==> config.mk <==
export PLATFORM = sky130hd
export DESIGN_NAME = meter_ctrl
export DESIGN_NICKNAME = d
export VERILOG_FILES = /design/src/rtl/meter_ctrl.sv
export SDC_FILE = /design/constraint.sdc
export NUM_CORES = 1
export LEC_CHECK = 0
export CAP_MARGIN = 10
export CORE_AREA = 2 2 110 112
export CTS_CLUSTER_SIZE = 30
export DETAILED_ROUTE_END_ITERATION = 8
export DIE_AREA = 0 0 112 114
export HOLD_SLACK_MARGIN = 0.15
export PLACE_DENSITY = 0.59
export SLEW_MARGIN = 40
export SYNTH_ARGS = -nofsm -noshare
export SYNTH_HDL_FRONTEND = slang
export SYNTH_SLANG_ARGS = --single-unit
export TNS_END_PERCENT = 20
==> constraint.sdc <==
create_clock -name clk -period 9.1 [get_ports clk]
set_input_delay 1.82 -clock clk [delete_from_list [all_inputs] [get_ports clk]]
set_output_delay 1.82 -clock clk [all_outputs]
set_load 0.02 [all_outputs]
==> src/rtl/meter_ctrl.sv <==
// Parking-meter time register: merges coin pulses and preset loads into a saturating
// seconds count, decrements once per second, and derives state/blanking for the display.
module meter_ctrl #(
    parameter int unsigned CLK_PER_SEC = 100000000,
    parameter int unsigned MAX_COUNT   = 9999,
    parameter int unsigned LOW_THRESH  = 200
) (
    input  logic        clk,
    input  logic        reset,
    input  logic [3:0]  coin,
    input  logic [1:0]  preset,
    output logic [15:0] count,
    output logic [1:0]  state,
    output logic        blank,
    output logic        expired
);

    localparam int unsigned SEC_W = (CLK_PER_SEC > 1) ? $clog2(CLK_PER_SEC) : 1;
    localparam int unsigned CNT_W = 16;
    localparam int unsigned SUM_W = CNT_W + 1;

    typedef enum logic [1:0] {
        ST_EMPTY = 2'b00,
        ST_LOW   = 2'b01,
        ST_OK    = 2'b10
    } meter_state_e;

    logic [SEC_W-1:0] sec_q, sec_d;
    logic             parity_q, parity_d;
    logic [CNT_W-1:0] count_q, count_d;
    meter_state_e     state_q, state_d;
    logic             blank_q, blank_d;
    logic             expired_q, expired_d;

    logic             tick;
    logic             dec;
    logic [SUM_W-1:0] add;
    logic [SUM_W-1:0] sum;
    logic [SUM_W-1:0] diff;

    // Next-state: coin/tick arithmetic, then preset override, then classification from next count.
    always_comb begin
        add = '0;
        if (coin[0]) add = add + SUM_W'(10);
        if (coin[1]) add = add + SUM_W'(180);
        if (coin[2]) add = add + SUM_W'(200);
        if (coin[3]) add = add + SUM_W'(550);

        tick = (sec_q == SEC_W'(CLK_PER_SEC - 1));
        sum  = SUM_W'(count_q) + add;
        dec  = tick && (sum != '0);
        diff = sum - SUM_W'(dec);

        sec_d     = tick ? '0 : sec_q + SEC_W'(1);
        parity_d  = parity_q ^ tick;
        count_d   = (diff > SUM_W'(MAX_COUNT)) ? CNT_W'(MAX_COUNT) : diff[CNT_W-1:0];
        expired_d = tick && (add == '0) && (count_q == CNT_W'(1));

        if (preset[0] || preset[1]) begin
            count_d   = preset[0] ? CNT_W'(10) : CNT_W'(205);
            sec_d     = '0;
            parity_d  = 1'b0;
            expired_d = 1'b0;
        end

        if (count_d == '0) begin
            state_d = ST_EMPTY;
        end else if (count_d < CNT_W'(LOW_THRESH)) begin
            state_d = ST_LOW;
        end else begin
            state_d = ST_OK;
        end

        // LOW blinks at 1 s from parity; EMPTY blinks at 0.5 s from the divider phase.
        case (state_d)
            ST_OK:   blank_d = 1'b0;
            ST_LOW:  blank_d = parity_d;
            default: blank_d = (sec_d >= SEC_W'(CLK_PER_SEC / 2));
        endcase
    end

    always_ff @(posedge clk) begin
        if (reset) begin
            sec_q     <= '0;
            parity_q  <= 1'b0;
            count_q   <= '0;
            state_q   <= ST_EMPTY;
            blank_q   <= 1'b0;
            expired_q <= 1'b0;
        end else begin
            sec_q     <= sec_d;
            parity_q  <= parity_d;
            count_q   <= count_d;
            state_q   <= state_d;
            blank_q   <= blank_d;
            expired_q <= expired_d;
        end
    end

    assign count   = count_q;
    assign state   = state_q;
    assign blank   = blank_q;
    assign expired = expired_q;

endmodule
==> impl_metrics.csv <==
group,metric,value,unit
yosys,ys_warn_count,0,
clock_tree,cts-root-buf,"clkbuf_16",
sta,hold_viol,0,
critical_path,slowest_stage,"clkdlybuf4s50_1",
yosys,synth_cells,509,
yosys,synthArstFlopShare,0,%
critical_path,regToRegSetupSlack,3.95,ns
clock_tree,cts_buffer_depth,2,
clock_tree,insertion_delay,0.29,ns
worst_hold_path,hold_class,"flip-flop to flip-flop",
critical_path,required,9.25,ns
place,gp_congestion,0.886,
clock_tree,cts_tree,"built",
yosys,synth-edff-count,0,
critical_path,crit_path_start_kind,"input port",
sta,worst_slew_pin_slew,0.597,ns
run_status,status,"finished clean",
routing,vias,3712,
clock_tree,cts.sinks,48,
routing,wl_per_cell,15.7,um
clock_tree,hold_buffers,0,
sta,rsz0062_at_grt,"no",
layout,drive_gt1_share,8.08,%
yosys,ys.flop_type,"dfxtp_1",
yosys,yosysUniqueCellTypes,80,
die,fp.dieH,114,um
die,die_area,12800,um^2
die,initial_core_util,34.1,%
layout,final_util,38.2,%
yosys,mappedNetlistArea,3990,um^2
yosys,synth_top_area_cell,"dfxtp_1",
grt,grt_pass1_wl,17000,um
die,die_w,112,um
routing,drt_pass1_iterations,5,
clock_tree,cts_buffers,5,
routing,drt_iter0_markers,310,
critical_path,cp-end-kind,"flip-flop",
grt,overflow,0,
die,design.portCount,28,
pwr,p_leak,1.57,nW
critical_path,max_stage_delay,0.66,ns
layout,area_growth,12.2,%
sta,max-slew-margin-rel,59.9,%
clock_tree,clkTransAtPathRegs,0.07,ns
run,max-cap-violations,0,
yosys,synth.top_cells.by_count,"nor2_1 (65), dfxtp_1 (48), nand2_1 (48)",
sta,drv_slew,0,
place,hpwl,8060,um
pwr,power.density,125,nW/um^2
layout,fin_nets,545,
sta,clock_skew,0.0102,ns
sta,setup_viol,0,
grt,track_usage,16.2,%
grt,first_global_vias,3377,
yosys,yosysSeqAreaShare,24.1,%
critical_path,cp_data_arrival_time,8.31,ns
sta,tns,0,ns
sta,period_minus_slack,8.15,ns
die,core.rowCount,40,
yosys,yosysTopAreaCellShare,24.1,%
routing,viasPerCell,5.57,
critical_path,crit_buf_inv,2,
clock_tree,cts_htree_levels,2,
routing,wl,10400,um
critical_path,cp_top_family,"simple AND/OR/NAND/NOR gates",
clock_tree,cts_setup_buffers,0,
layout,antennaDiodeCount,0,
yosys,yosysMostFrequentCell,"nor2_1",
yosys,yosys_register_bits,48,
critical_path,path_class,"input port to flip-flop",
place,portBuffers,27,
yosys,netlist_top_cells_area,"dfxtp_1 (24%), nor2_1 (6.1%), ha_1 (5.3%)",
routing,detail-route-antenna-nets,0,
die,coreArea,11700,um^2
pwr,vdd_drop_max,102,uV
sta,fmax,123,MHz
grt,antenna_found_initial,0,
grt,grt_max_degree,25,
clock_tree,cts_resized,0,
sta,min_period_over_period,89.6,%
yosys,avgSynthCellArea,7.85,um^2
critical_path,crit_fanout,11,
routing,drc,0,
==> stage by stage <==
stage | setup WS, ns | instance area, um^2 | total power (W) | hold WS, ns | instances
global route | 0.402 | 4480 | 0.000584 | 0.493 | 667
global placement | 1.03 | 4320 | 0.000375 | 0.440 | 659
finish | 0.948 | 4480 | 0.000559 | 0.468 | 667
detailed placement | 0.702 | 4330 | 0.000376 | 0.461 | 659
CTS | 0.997 | 4480 | 0.000561 | 0.477 | 667
floorplan | 1.96 | 4000 | 0.000343 | 0.426 | 510
==> cells by family (layout without fill, tap and decap cells) <==
| family | Yosys count | count (layout) | share of synthesized area [%] |
|---|---|---|---|
| simple gates | 246 | 246 | 33.0 |
| compound gates | 107 | 107 | 20.7 |
| flops | 48 | 48 | 24.1 |
| xor+xnor | 47 | 47 | 10.7 |
| buf+inv | 37 | 47 | 4.39 |
| fa+ha+maj | 18 | 18 | 5.83 |
| mux | 5 | 5 | 1.25 |
| other cells | 1 | 2 | 0.0939 |
==> sequential cells by signal, summed over array words and instances (netlist names) <==
| signal | count |
|---|---|
| expired | 1 |
| sec_q | 27 |
| count | 16 |
| parity_q | 1 |
| state | 2 |
| blank | 1 |
==> layer usage <==
metal  vias up  GRT usage (%)  part of all wire, %
met5         -              0                    0
met4         0           4.55                  1.7
met3        12           2.02                  3.2
met2        57           28.3                   48
met1      1779           21.2                   47
li1       1864              -                    -
==> power breakdown <==
group,switching (W),internal (W)
sequential,0.00000529,0.000214
clock,0.0000830,0.000102
combinational,0.0000939,0.0000602
total,0.000182,0.000377
==> area by class of cell <==
type	instances	area, um^2
clock buffer	5	125
clock inverter	3	23.8
fill	1220	7230
inverter	12	45.0
multi-input combinational	425	2870
sequential	48	961
tap	147	184
timing repair buffer	27	270
==> final timing paths <==
kind | cells after the start | start | to
max | 27 | coin[0] | blank$_SDFF_PP0_
min | 1 | sec_q[0]$_SDFF_PP0_ | sec_q[0]$_SDFF_PP0_
max reg2reg | 20 | count[1]$_SDFF_PP0_ | blank$_SDFF_PP0_
min reg2reg | 1 | sec_q[0]$_SDFF_PP0_ | sec_q[0]$_SDFF_PP0_
==> cell usage in the layout (no fill, tap or decap), types with 13 or more instances in the layout <==
cell	n
ha_1	17
xor2_1	23
nor2_1	65
xnor2_1	23
nand4_1	13
a21oi_1	26
nand2_1	47
nor3_1	13
dfxtp_1	48
clkdlybuf4s50_1	27
nand3_1	30
o21ai_0	16
(Power assumes the default switching activity.)
